[src/rtl/gpredict_ctrl_if.sv]
// Interfaces for the global-history predictor controller.
// gpredict_ctrl_if carries the fetch/resolve side, gpredict_bht_if the BHT side.
// The master drives requests, the slave (the controller, or the BHT) answers.

interface gpredict_ctrl_if #(
  parameter int TAG_W = 2
);
  logic             pred_req_valid;
  logic [7:0]       pred_req_pc;
  logic             pred_req_ready;
  logic             pred_rsp_valid;
  logic             pred_rsp_taken;
  logic [TAG_W-1:0] pred_rsp_tag;
  logic             res_valid;
  logic             res_taken;
  logic             res_ready;
  logic             flush;
  logic [TAG_W:0]   inflight_cnt;

  modport master (
    output pred_req_valid, pred_req_pc, res_valid, res_taken,
    input  pred_req_ready, pred_rsp_valid, pred_rsp_taken, pred_rsp_tag,
           res_ready, flush, inflight_cnt
  );

  modport slave (
    input  pred_req_valid, pred_req_pc, res_valid, res_taken,
    output pred_req_ready, pred_rsp_valid, pred_rsp_taken, pred_rsp_tag,
           res_ready, flush, inflight_cnt
  );
endinterface

interface gpredict_bht_if #(
  parameter int GHR_W = 4
);
  logic             bht_en;
  logic             bht_we;
  logic [GHR_W-1:0] bht_idx;
  logic [1:0]       bht_wdata;
  logic [1:0]       bht_rdata;

  modport master (
    output bht_en, bht_we, bht_idx, bht_wdata,
    input  bht_rdata
  );

  modport slave (
    input  bht_en, bht_we, bht_idx, bht_wdata,
    output bht_rdata
  );
endinterface

[src/rtl/gpredict_ctrl.sv]
// Sequencing controller for the global-history branch predictor.
// Shares one single-port BHT between lookups and in-order resolutions,
// keeps speculative/architectural GHRs and a FIFO of in-flight predictions.
// Optional build macro GPREDICT_CTRL_PC_XOR_EN: hash the lookup index as
// spec_ghr XOR pc (gshare); otherwise the index is spec_ghr alone.

module gpredict_ctrl #(
  parameter int GHR_W = 4,
  parameter int DEPTH = 4,
  parameter int TAG_W = 2
) (
  input  logic             clk,
  input  logic             reset,
  gpredict_ctrl_if.slave   ctrl,
  gpredict_bht_if.master   bht
);

  typedef enum logic [1:0] {
    IDLE   = 2'd0,
    LOOKUP = 2'd1,
    FLUSH  = 2'd2
  } state_t;

  localparam logic [TAG_W:0] CNT_DEPTH = (TAG_W+1)'(DEPTH);

  state_t           r_state;
  state_t           w_state_nxt;

  logic [GHR_W-1:0] r_spec_ghr;
  logic [GHR_W-1:0] r_arch_ghr;
  logic [GHR_W-1:0] r_lkp_idx;

  logic [GHR_W-1:0] r_fifo_idx  [DEPTH];
  logic [1:0]       r_fifo_ctr  [DEPTH];
  logic             r_fifo_pred [DEPTH];
  logic [TAG_W-1:0] r_wptr;
  logic [TAG_W-1:0] r_rptr;
  logic [TAG_W:0]   r_cnt;

  logic             w_idle;
  logic             w_empty;
  logic             w_full;
  logic             w_res_ready;
  logic             w_pred_ready;
  logic             w_res_fire;
  logic             w_pred_fire;
  logic             w_mispredict;
  logic [GHR_W-1:0] w_lkp_idx;
  logic [GHR_W-1:0] w_arch_nxt;
  logic [1:0]       w_head_ctr;
  logic [1:0]       w_upd_ctr;
  logic             w_pc_unused;

  assign w_idle     = (r_state == IDLE);
  assign w_empty    = (r_cnt == '0);
  assign w_full     = (r_cnt == CNT_DEPTH);
  assign w_head_ctr = r_fifo_ctr[r_rptr];
  assign w_arch_nxt = {r_arch_ghr[GHR_W-2:0], ctrl.res_taken};

  // Only the low index bits of the PC ever feed the hash; the rest is handshake-only.
  assign w_pc_unused = ^ctrl.pred_req_pc;

`ifdef GPREDICT_CTRL_PC_XOR_EN
  assign w_lkp_idx = r_spec_ghr ^ ctrl.pred_req_pc[GHR_W-1:0];
`else
  assign w_lkp_idx = r_spec_ghr;
`endif

  // Handshake qualification; resolutions win over predictions, nothing is accepted in reset.
  always_comb begin
    w_res_ready  = reset & w_idle & ~w_empty;
    w_pred_ready = reset & w_idle & ~w_full & ~(ctrl.res_valid & ~w_empty);
    w_res_fire   = ctrl.res_valid & w_res_ready;
    w_pred_fire  = ctrl.pred_req_valid & w_pred_ready;
    w_mispredict = w_res_fire & (ctrl.res_taken != r_fifo_pred[r_rptr]);
  end

  // Saturating 2-bit counter update of the value captured at lookup time.
  always_comb begin
    w_upd_ctr = w_head_ctr;
    if (ctrl.res_taken) begin
      if (w_head_ctr != 2'd3) w_upd_ctr = w_head_ctr + 2'd1;
    end else begin
      if (w_head_ctr != 2'd0) w_upd_ctr = w_head_ctr - 2'd1;
    end
  end

  // Next-state logic and all externally visible outputs.
  always_comb begin
    w_state_nxt         = r_state;
    ctrl.pred_req_ready = w_pred_ready;
    ctrl.res_ready      = w_res_ready;
    ctrl.pred_rsp_valid = 1'b0;
    ctrl.pred_rsp_taken = 1'b0;
    ctrl.pred_rsp_tag   = '0;
    ctrl.flush          = 1'b0;
    ctrl.inflight_cnt   = r_cnt;
    bht.bht_en          = 1'b0;
    bht.bht_we          = 1'b0;
    bht.bht_idx         = '0;
    bht.bht_wdata       = 2'd0;

    case (r_state)
      IDLE: begin
        if (w_res_fire) begin
          bht.bht_en    = 1'b1;
          bht.bht_we    = 1'b1;
          bht.bht_idx   = r_fifo_idx[r_rptr];
          bht.bht_wdata = w_upd_ctr;
          if (w_mispredict) w_state_nxt = FLUSH;
        end else if (w_pred_fire) begin
          bht.bht_en  = 1'b1;
          bht.bht_idx = w_lkp_idx;
          w_state_nxt = LOOKUP;
        end
      end
      LOOKUP: begin
        ctrl.pred_rsp_valid = 1'b1;
        ctrl.pred_rsp_taken = bht.bht_rdata[1];
        ctrl.pred_rsp_tag   = r_wptr;
        w_state_nxt         = IDLE;
      end
      FLUSH: begin
        ctrl.flush  = 1'b1;
        w_state_nxt = IDLE;
      end
      default: w_state_nxt = IDLE;
    endcase
  end

  // State register; reset aborts any lookup or pending flush.
  always_ff @(posedge clk or negedge reset) begin
    if (!reset) r_state <= IDLE;
    else        r_state <= w_state_nxt;
  end

  // Remember the index of the accepted lookup so it can be stored with its result.
  always_ff @(posedge clk or negedge reset) begin
    if (!reset)           r_lkp_idx <= '0;
    else if (w_pred_fire) r_lkp_idx <= w_lkp_idx;
  end

  // In-flight FIFO: push on the lookup response, pop on resolve, wipe on mispredict.
  always_ff @(posedge clk or negedge reset) begin
    if (!reset) begin
      r_wptr <= '0;
      r_rptr <= '0;
      r_cnt  <= '0;
      for (int i = 0; i < DEPTH; i++) begin
        r_fifo_idx[i]  <= '0;
        r_fifo_ctr[i]  <= 2'd0;
        r_fifo_pred[i] <= 1'b0;
      end
    end else if (r_state == LOOKUP) begin
      r_fifo_idx[r_wptr]  <= r_lkp_idx;
      r_fifo_ctr[r_wptr]  <= bht.bht_rdata;
      r_fifo_pred[r_wptr] <= bht.bht_rdata[1];
      r_wptr              <= r_wptr + TAG_W'(1);
      r_cnt               <= r_cnt + (TAG_W+1)'(1);
    end else if (w_res_fire) begin
      if (w_mispredict) begin
        r_wptr <= '0;
        r_rptr <= '0;
        r_cnt  <= '0;
      end else begin
        r_rptr <= r_rptr + TAG_W'(1);
        r_cnt  <= r_cnt - (TAG_W+1)'(1);
      end
    end
  end

  // History registers: speculative shifts in predictions, architectural in outcomes.
  always_ff @(posedge clk or negedge reset) begin
    if (!reset) begin
      r_spec_ghr <= '0;
      r_arch_ghr <= '0;
    end else begin
      if (r_state == LOOKUP) r_spec_ghr <= {r_spec_ghr[GHR_W-2:0], bht.bht_rdata[1]};
      if (w_res_fire) begin
        r_arch_ghr <= w_arch_nxt;
        if (w_mispredict) r_spec_ghr <= w_arch_nxt;
      end
    end
  end

endmodule

[src/flat_wrapper.sv]
// flat-port wrapper written by rule: the top's interface ports become plain ports
module gpredict_ctrl_flat 
#(
  parameter int GHR_W = 4,
  parameter int DEPTH = 4,
  parameter int TAG_W = 2
)
  (clk, reset, ctrl_pred_req_valid, ctrl_pred_req_pc, ctrl_res_valid, ctrl_res_taken, ctrl_pred_req_ready, ctrl_pred_rsp_valid, ctrl_pred_rsp_taken, ctrl_pred_rsp_tag, ctrl_res_ready, ctrl_flush, ctrl_inflight_cnt, bht_bht_en, bht_bht_we, bht_bht_idx, bht_bht_wdata, bht_bht_rdata);
  gpredict_ctrl_if #(.TAG_W(TAG_W)) ctrl_i ();
  gpredict_bht_if #(.GHR_W(GHR_W)) bht_i ();
  input  logic clk;
  input  logic reset;
  input wire logic [$bits(ctrl_i.pred_req_valid)-1:0] ctrl_pred_req_valid;
  input wire logic [$bits(ctrl_i.pred_req_pc)-1:0] ctrl_pred_req_pc;
  input wire logic [$bits(ctrl_i.res_valid)-1:0] ctrl_res_valid;
  input wire logic [$bits(ctrl_i.res_taken)-1:0] ctrl_res_taken;
  output wire logic [$bits(ctrl_i.pred_req_ready)-1:0] ctrl_pred_req_ready;
  output wire logic [$bits(ctrl_i.pred_rsp_valid)-1:0] ctrl_pred_rsp_valid;
  output wire logic [$bits(ctrl_i.pred_rsp_taken)-1:0] ctrl_pred_rsp_taken;
  output wire logic [$bits(ctrl_i.pred_rsp_tag)-1:0] ctrl_pred_rsp_tag;
  output wire logic [$bits(ctrl_i.res_ready)-1:0] ctrl_res_ready;
  output wire logic [$bits(ctrl_i.flush)-1:0] ctrl_flush;
  output wire logic [$bits(ctrl_i.inflight_cnt)-1:0] ctrl_inflight_cnt;
  output wire logic [$bits(bht_i.bht_en)-1:0] bht_bht_en;
  output wire logic [$bits(bht_i.bht_we)-1:0] bht_bht_we;
  output wire logic [$bits(bht_i.bht_idx)-1:0] bht_bht_idx;
  output wire logic [$bits(bht_i.bht_wdata)-1:0] bht_bht_wdata;
  input wire logic [$bits(bht_i.bht_rdata)-1:0] bht_bht_rdata;
  assign ctrl_i.pred_req_valid = ctrl_pred_req_valid;
  assign ctrl_i.pred_req_pc = ctrl_pred_req_pc;
  assign ctrl_i.res_valid = ctrl_res_valid;
  assign ctrl_i.res_taken = ctrl_res_taken;
  assign ctrl_pred_req_ready = ctrl_i.pred_req_ready;
  assign ctrl_pred_rsp_valid = ctrl_i.pred_rsp_valid;
  assign ctrl_pred_rsp_taken = ctrl_i.pred_rsp_taken;
  assign ctrl_pred_rsp_tag = ctrl_i.pred_rsp_tag;
  assign ctrl_res_ready = ctrl_i.res_ready;
  assign ctrl_flush = ctrl_i.flush;
  assign ctrl_inflight_cnt = ctrl_i.inflight_cnt;
  assign bht_bht_en = bht_i.bht_en;
  assign bht_bht_we = bht_i.bht_we;
  assign bht_bht_idx = bht_i.bht_idx;
  assign bht_bht_wdata = bht_i.bht_wdata;
  assign bht_i.bht_rdata = bht_bht_rdata;
  gpredict_ctrl #(.GHR_W(GHR_W), .DEPTH(DEPTH), .TAG_W(TAG_W)) u_core (.clk(clk), .reset(reset), .ctrl(ctrl_i), .bht(bht_i));
endmodule
[config.mk]
export PLATFORM = sky130hd
export DESIGN_NAME = gpredict_ctrl_flat
export DESIGN_NICKNAME = d
export VERILOG_FILES = /design/src/rtl/gpredict_ctrl_if.sv /design/src/rtl/gpredict_ctrl.sv /design/src/flat_wrapper.sv
export SDC_FILE = /design/constraint.sdc
export NUM_CORES = 1
export LEC_CHECK = 0
export CAP_MARGIN = 20
export CELL_PAD_IN_SITES_DETAIL_PLACEMENT = 0
export CELL_PAD_IN_SITES_GLOBAL_PLACEMENT = 1
export CORE_MARGIN = 1.5
export CORE_UTILIZATION = 39
export CTS_BUF_LIST = sky130_fd_sc_hd__clkbuf_16
export DETAILED_ROUTE_END_ITERATION = 8
export PLACE_DENSITY_LB_ADDON = 0.1
export SLEW_MARGIN = 20
export SYNTH_ARGS = -nofsm -noshare
export SYNTH_HDL_FRONTEND = slang
export SYNTH_SLANG_ARGS = --single-unit
export TNS_END_PERCENT = 30
[constraint.sdc]
create_clock -name clk -period 1.5 [get_ports clk]
set_input_delay 0.225 -clock clk [delete_from_list [all_inputs] [get_ports clk]]
set_output_delay 0.225 -clock clk [all_outputs]
set_load 0.005 [all_outputs]
==> results of run 1 <==
-- cell families after synthesis --
logic type / synth area share [%]
muxes: 22.2
and+or+nand+nor: 9.59
adders and majority gates: 3.97
buffers and inverters: 2.89
DFF: 49.9
AOI/OAI and AO/OA: 8.62
xor gates and xnor gates: 2.78
-- registers in the layout, summed over array words and instances (netlist names) --
signal,cells
u_core.ctrl.inflight_cnt,3
u_core.r_lkp_idx,4
u_core.r_arch_ghr,3
u_core.r_state,2
u_core.r_rptr,2
u_core.r_fifo_ctr,5
u_core.r_spec_ghr,4
u_core.r_fifo_idx,16
u_core.r_fifo_pred,3
u_core.r_wptr,2
-- final timing paths --
kind	start	to	slack, ns	cells past startpoint
min in group clk	u_core.r_fifo_ctr[2]$_DFFE_PN0P_	u_core.r_fifo_ctr[2]$_DFFE_PN0P_	0.50	1
max reg2reg	u_core.r_rptr[0]$_DFFE_PN0P_	u_core.r_spec_ghr[3]$_DFF_PN0_	-0.37	6
min	reset	u_core.r_fifo_ctr[6]$_DFFE_PN0P_	0.09	2
max	u_core.ctrl.inflight_cnt[1]$_DFFE_PN0P_	bht_bht_idx[0]	-0.49	9
min reg2reg	u_core.r_fifo_ctr[2]$_DFFE_PN0P_	u_core.r_fifo_ctr[2]$_DFFE_PN0P_	0.50	1
max in group asynchronous	reset	u_core.r_rptr[0]$_DFFE_PN0P_	0.99	2
-- per-layer routing --
metal	vias to the layer above	routed length [um]	track usage [%]
li1	772	-	-
met1	855	2350	26.9
met2	42	2910	34.4
met3	9	271	3.37
met4	0	116	5.71
met5	-	0	0
-- timing repair --
item / in CTS / in global routing
resized for setup: 115 / 18
setup buffers: 12 / 4
pin swaps: 24 / 11
setup endpoints to repair: 56 / 58
-- metrics by stage --
stage	power (mW)	setup slack, ns	cell area [sq um]	TNS (ns)	utilization (%)
detailed placement	4.69	-0.636	2860	-14.01	52.2
CTS	6.48	-0.538	3250	-8.54	59.4
global placement	4.59	-0.633	2860	-13.34	52.2
finish	6.61	-0.493	3330	-9.36	60.8
global route	7.04	-0.584	3330	-12.43	60.8
floorplan	3.52	-0.111	2240	-0.447	-
-- cell usage in the layout, fill, tap and decap left out, drive strengths merged, types with 4 or more instances in the layout --
master         instances
clkbuf                 7
clkdlybuf4s50          5
and2                   4
a21oi                  4
mux2i                  4
mux4                   6
nand3                  5
o21ai                  9
mux2                  28
dfrtp                 44
a22o                   5
buf                   65
inv                    9
nand2                 18
xnor2                  4
ha                     7
-- power by group through the flow --
stage	clock, mW	sequential (mW)	combinational, mW
global placement	0	2.02	2.57
detailed placement	0	2.06	2.63
CTS	1.27	2.06	3.16
finish	1.24	2.06	3.30
global route	1.32	2.13	3.59
floorplan	0	1.95	1.57
-- worst max-delay path: stages, from the launching register on --
cell	delay (ns)
dfrtp_1	0.37
inv_2	0.06
ha_4	0.17
or2_4	0.23
a21boi_4	0.15
nand2_2	0.09
inv_4	0.07
buf_4	0.11
a22o_1	0.13
buf_2	0.10
-- area by class of cell --
cell class | count | area share (%)
Timing Repair Buffer | 75 | 21.7
Sequential cell | 44 | 33.1
Tap cell | 72 | 2.71
Inverter | 9 | 1.17
Clock inverter | 3 | 1.28
Clock buffer | 5 | 3.76
Multi-Input combinational cell | 115 | 36.2
==> metrics.md, run 1 <==
| Metric | Value |
|---|---|
| Tightest Pin Transition | `0.571 ns` |
| Clk buf depth | `2` |
| Die X | `78.2 um` |
| Netlist cell types | `38` |
| Clock-pin slew on the worst setup and hold paths | `0.06 ns` |
| Initial Util | `40.3%` |
| CTS tree | `done` |
| Hold Path Class | `input port to async pin` |
| Yosys Warn Count | `0` |
| Clk pwr share | `18.8%` |
| Synth top area cells | `dfrtp_1, mux2_2, mux4_2` |
| Clock Latency Late Sink | `0.28 ns` |
| EDFF count, synth | `0` |
| Failing checks | `setup timing` |
| Syn avg cell area | `12.7 sq um` |
| Fmax | `0.502 GHz` |
| Power Internal | `4.41 mW` |
| PwrDens | `1990 nW/um^2` |
| Cts bufs inserted | `5` |
| Top cell type's share of synthesized area | `49.9%` |
| I/O Pins | `33` |
| Top FF cell, synth | `dfrtp_1` |
| Max-Cap Viols | `0` |
| Post-synthesis net count | `196` |
| Filler Cell Count | `446` |
| Die ar. | `6120 sq um` |
| Worst Hold Slack | `0.0930 ns` |
| N_diodes | `0` |
| Part of the power in combinational logic | `50.0%` |
| Startpoint class of the critical path | `flop` |
| Total routing usage reported by global routing | `20.3%` |
| CP required | `1.27 ns` |
| Switching power | `2.20 mW` |
| Height of the die | `78.2 um` |
| RSZ-0062 raised after global routing | `yes` |
| Most common cell in the netlist | `dfrtp_1` |
| Largest net degree at the start of global routing | `45` |
| CP endpoint kind | `output pin` |
| Post-synth top cells | `dfrtp_1, mux2_2, nand2_1, inv_1` |
| Row cnt | `27` |
| Via count | `1678` |
| Sequential share of power | `31.2%` |
| Final GP Congestion | `0.758` |
| Global-route wire length before repair | `9420 um` |
| Worst vdd ir | `0.752 mV` |
| Storage cell area | `1100 sq um` |
| Critical Path AT | `1.77 ns` |
| #FFs+latches synth | `44` |
| Leakage | `1.65 nW` |
| CTS root buffer | `clkbuf_16` |
| Post-route ant nets | `0` |
| CTS sink count | `44` |
| H-tree depth | `2` |
| Multi-input logic area | `1200 sq um` |
| Final setup violating endpoints | `53` |
| Iter 0 DRT Violations | `51` |
| Vias in the first global route | `1779` |
| Worst Setup Slack, final | `-0.493 ns` |
| Async SR Flop Fraction | `100%` |
| Final hold vios | `0` |
| Area leader, netlist | `dfrtp_1` |
| Outcome | `finished, violations left` |
| Net Sw Frac | `33.3%` |
| DRT Pass-1 Iters | `4` |
| DP HPWL | `3820 um` |
| Final Slew Violations | `0` |
| Initial antenna violation count | `0` |
| Tmin final | `1.99 ns` |
| Core area | `5470 sq um` |
| Area Overhead vs Synth | `50.8%` |
| IO buf count | `24` |
| Dpl cells | `301` |
| Layout cells sized above 1 | `58.2%` |
| Slew headroom | `61.9%` |
| Hold_buf cts | `0` |
| Finished Layout Cells | `323` |
| Register area share after synthesis | `49.9%` |
| Cell Area, Synth | `2210 sq um` |
| Final #Nets | `272` |
| Critical path class | `flop to output pin` |
| Via density | `5.20` |
| Crit share post-route | `133%` |
| Fin Clk Skew | `0.00649 ns` |
| Grt ovf | `0` |
| Residual DRC | `0` |
| Drt wl/cell | `17.5 um` |
| Cells after Synth | `174` |
| Total Routed Length | `5650 um` |
| Critical Path Fanout Max | `2` |
Note: power is estimated with default switching activity, not from simulation.
==> inputs of run 2 (changes only) <==
GPL_TIMING_DRIVEN = 0   (was unset)
==> metrics.md, run 2 (synthesized netlist as in run 1, its figures left out) <==
| Metric | Value |
|---|---|
| Clock-pin slew on the worst setup and hold paths | `0.06 ns (about the same)` |
| Slew headroom | `48.8% (-13 points)` |
| IO buf count | `24 (unchanged)` |
| Final #Nets | `264 (-2.9%)` |
| Most frequent cells in the layout | `dfrtp_1, mux2_4, buf_4` |
| Filler Cell Count | `438 (-1.8%)` |
| Final hold vios | `0 (unchanged)` |
| Worst vdd ir | `1.06 mV (+41%)` |
| Clk pwr share | `17.6% (-1.2 points)` |
| Clock Latency Late Sink | `0.27 ns (about the same)` |
| Critical path class | `flop to output pin` |
| Area Overhead vs Synth | `52.1%` |
| Die X | `78.2 um (unchanged)` |
| CTS sink count | `44 (unchanged)` |
| CTS tree | `done` |
| Initial antenna violation count | `0 (unchanged)` |
| Commonest non-fill, non-tap cell in the layout | `dfrtp_1` |
| Iter 0 DRT Violations | `97 (+90%)` |
| Worst-path cell chain | `inv_2 -> ha_4 -> or2_4 -> a21boi_4 -> nand2_4 -> inv_4 -> buf_6 -> a22o_1 -> buf_2` |
| Power Internal | `4.52 mW (+2.5%)` |
| Sequential share of power | `30.9% (-0.3 points)` |
| Worst path bufs/invs | `4 (unchanged)` |
| Clk buf depth | `2 (unchanged)` |
| Height of the die | `78.2 um (unchanged)` |
| Row cnt | `27 (unchanged)` |
| Max FFs per register | `16 (unchanged)` |
| Grt ovf | `0 (unchanged)` |
| Tmin final | `1.99 ns (-0.00228 ns)` |
| Reg with most FFs | `u_core.r_fifo_idx` |
| Top Registers | `u_core.r_fifo_idx: 16 flops, u_core.r_fifo_ctr: 5 flops` |
| Total Routed Length | `5850 um (+3.6%)` |
| Fmax | `0.502 GHz (+0.11%)` |
| Final GP Congestion | `0.729 (-3.8%)` |
| CP required | `1.27 ns (about the same)` |
| CP endpoint kind | `output pin` |
| Via density | `5.20 (about the same)` |
| CTS root buffer | `clkbuf_16` |
| Tightest Pin Transition | `0.765 ns (+0.193 ns)` |
| Crit path max-delay cell type | `dfrtp_1` |
| Outcome | `finished, violations left` |
| N_diodes | `0 (unchanged)` |
| Worst Setup Slack, final | `-0.491 ns (+0.00228 ns)` |
| Dpl cells | `271 (-10%)` |
| Final setup violating endpoints | `56 (+5.7%)` |
| Part of the power in combinational logic | `51.5% (+1.5 points)` |
| Layout cells sized above 1 | `54.7% (-3.4 points)` |
| Initial Util | `40.3% (unchanged)` |
| Final Slew Violations | `0 (unchanged)` |
| Startpoint class of the critical path | `flop` |
| Critical Path AT | `1.77 ns (about the same)` |
| Total routing usage reported by global routing | `21.1% (+0.77 points)` |
| Via count | `1637 (-2.4%)` |
| DRT Pass-1 Iters | `4 (unchanged)` |
| Vias in the first global route | `1806 (+1.5%)` |
| Residual DRC | `0 (unchanged)` |
| Switching power | `2.28 mW (+3.5%)` |
| Max-Cap Viols | `0 (unchanged)` |
| Fin Clk Skew | `0.00289 ns (-0.00360 ns)` |
| Net Sw Frac | `33.5% (+0.22 points)` |
| DP HPWL | `3470 um (-9.2%)` |
| Leakage | `1.64 nW (-0.49%)` |
| Max incr delay on CP | `0.37 ns (about the same)` |
| Largest net degree at the start of global routing | `30 (-33%)` |
| Post-route ant nets | `0 (unchanged)` |
| Power Total | `6.80 mW (+2.9%)` |
| Failing checks | `setup timing` |
| Global-route wire length before repair | `9660 um (+2.6%)` |
| RSZ-0062 raised after global routing | `yes` |
| H-tree depth | `2 (unchanged)` |
| I/O Pins | `33 (unchanged)` |
| PwrDens | `2030 nW/um^2 (+2.0%)` |
| Die ar. | `6120 sq um (unchanged)` |
| Cts bufs inserted | `5 (unchanged)` |
| Drt wl/cell | `18.6 um (+6.2%)` |
| Crit share post-route | `133% (-0.15 points)` |
| Core area | `5470 sq um (unchanged)` |
| Critical Path Fanout Max | `4 (+2)` |
| Hold Path Class | `flop to flop` |
| CP top delay family | `flip-flops` |
| Final setup TNS | `-9.17 ns (+0.187 ns)` |
| Finished Layout Cells | `315 (-2.5%)` |
run 2: changes by cell type in the layout (fill, tap and decap cells not counted), sizes merged:
cell / change
inv: +1
clkinv: -1
buf: -11
dlygate4sd3: +2
clkdlybuf4s50: +1
run 2: cell type report:
type,count,area (sq um),share of cell area [%]
tap,72,90.1,2.68
multi-input combinational,115,1320,39.4
clock inverter,3,38.8,1.16
buffer,5,63.8,1.90
timing repair buffer,62,576,17.2
inverter,9,38.8,1.16
sequential,44,1100,32.8
clock buffer,5,125,3.73
run 2: power by group through the flow:
stage	Sequential, mW	Combinational [mW]	Clock [mW]
6_report	2.10	3.50	1.20
5_1_grt	2.16	3.77	1.29
4_1_cts	2.08	3.36	1.23
3_5_place_dp	2.08	2.18	0
3_3_place_gp	2.04	2.13	0
2_1_floorplan	1.95	1.57	0
run 2: per-layer routing:
metal  share of wire, %  global-route usage, %
met3                1.7                   3.26
met5                  0                      0
met2                 53                   37.2
met4               0.82                   4.82
met1                 45                   27.3
run 2: what timing repair did:
action | CTS | global route
cloned | 0 | 0
endpoints found under the setup margin | 58 | 60
resized for setup | 144 | 18
hold buffers | 2 | 0
endpoints found under the hold margin | 15 | 0
pin swaps | 25 | 13
buffers inserted | 32 | 4
run 2: stage by stage:
step	worst slack (ns)	hold slack [ns]	cell area, sq um	utilization, %
4_1_cts	-0.504	0.496	3300	60.4
3_3_place_gp	-2.59	0.475	2570	46.9
2_1_floorplan	-0.111	-0.0706	2240	-
3_5_place_dp	-0.930	0.189	2580	47.2
5_1_grt	-0.567	0.524	3360	61.3
6_report	-0.491	0.494	3360	61.3
run 2: path summary, 6_finish.rpt:
path                                                         start                                to  slack [ns]  depth (start not counted)
max in group asynchronous                                    reset      u_core.r_wptr[0]$_DFFE_PN0P_        0.39                          2
min in group asynchronous                                    reset  u_core.r_fifo_ctr[4]$_DFFE_PN0P_        0.57                          3
max reg2reg                           u_core.r_rptr[0]$_DFFE_PN0P_    u_core.r_spec_ghr[1]$_DFF_PN0_       -0.40                          7
min reg2reg                       u_core.r_arch_ghr[1]$_DFFE_PN0P_  u_core.r_arch_ghr[2]$_DFFE_PN0P_        0.49                          2
max                        u_core.ctrl.inflight_cnt[0]$_DFFE_PN0P_                    bht_bht_idx[3]       -0.49                          9
min                               u_core.r_arch_ghr[1]$_DFFE_PN0P_  u_core.r_arch_ghr[2]$_DFFE_PN0P_        0.49                          2
run 2: worst register-to-register path, delay by kind of cell (launching register included):
| kind | cells | cell delay (ns) |
|---|---|---|
| buffers and inverters | 3 | 0.40 |
| multiplexers | 1 | 0.52 |
| AND/OR/NAND/NOR | 1 | 0.24 |
| AO/OA/AOI/OAI | 1 | 0.10 |
| XOR/XNOR | 1 | 0.15 |
| flip-flops | 1 | 0.39 |
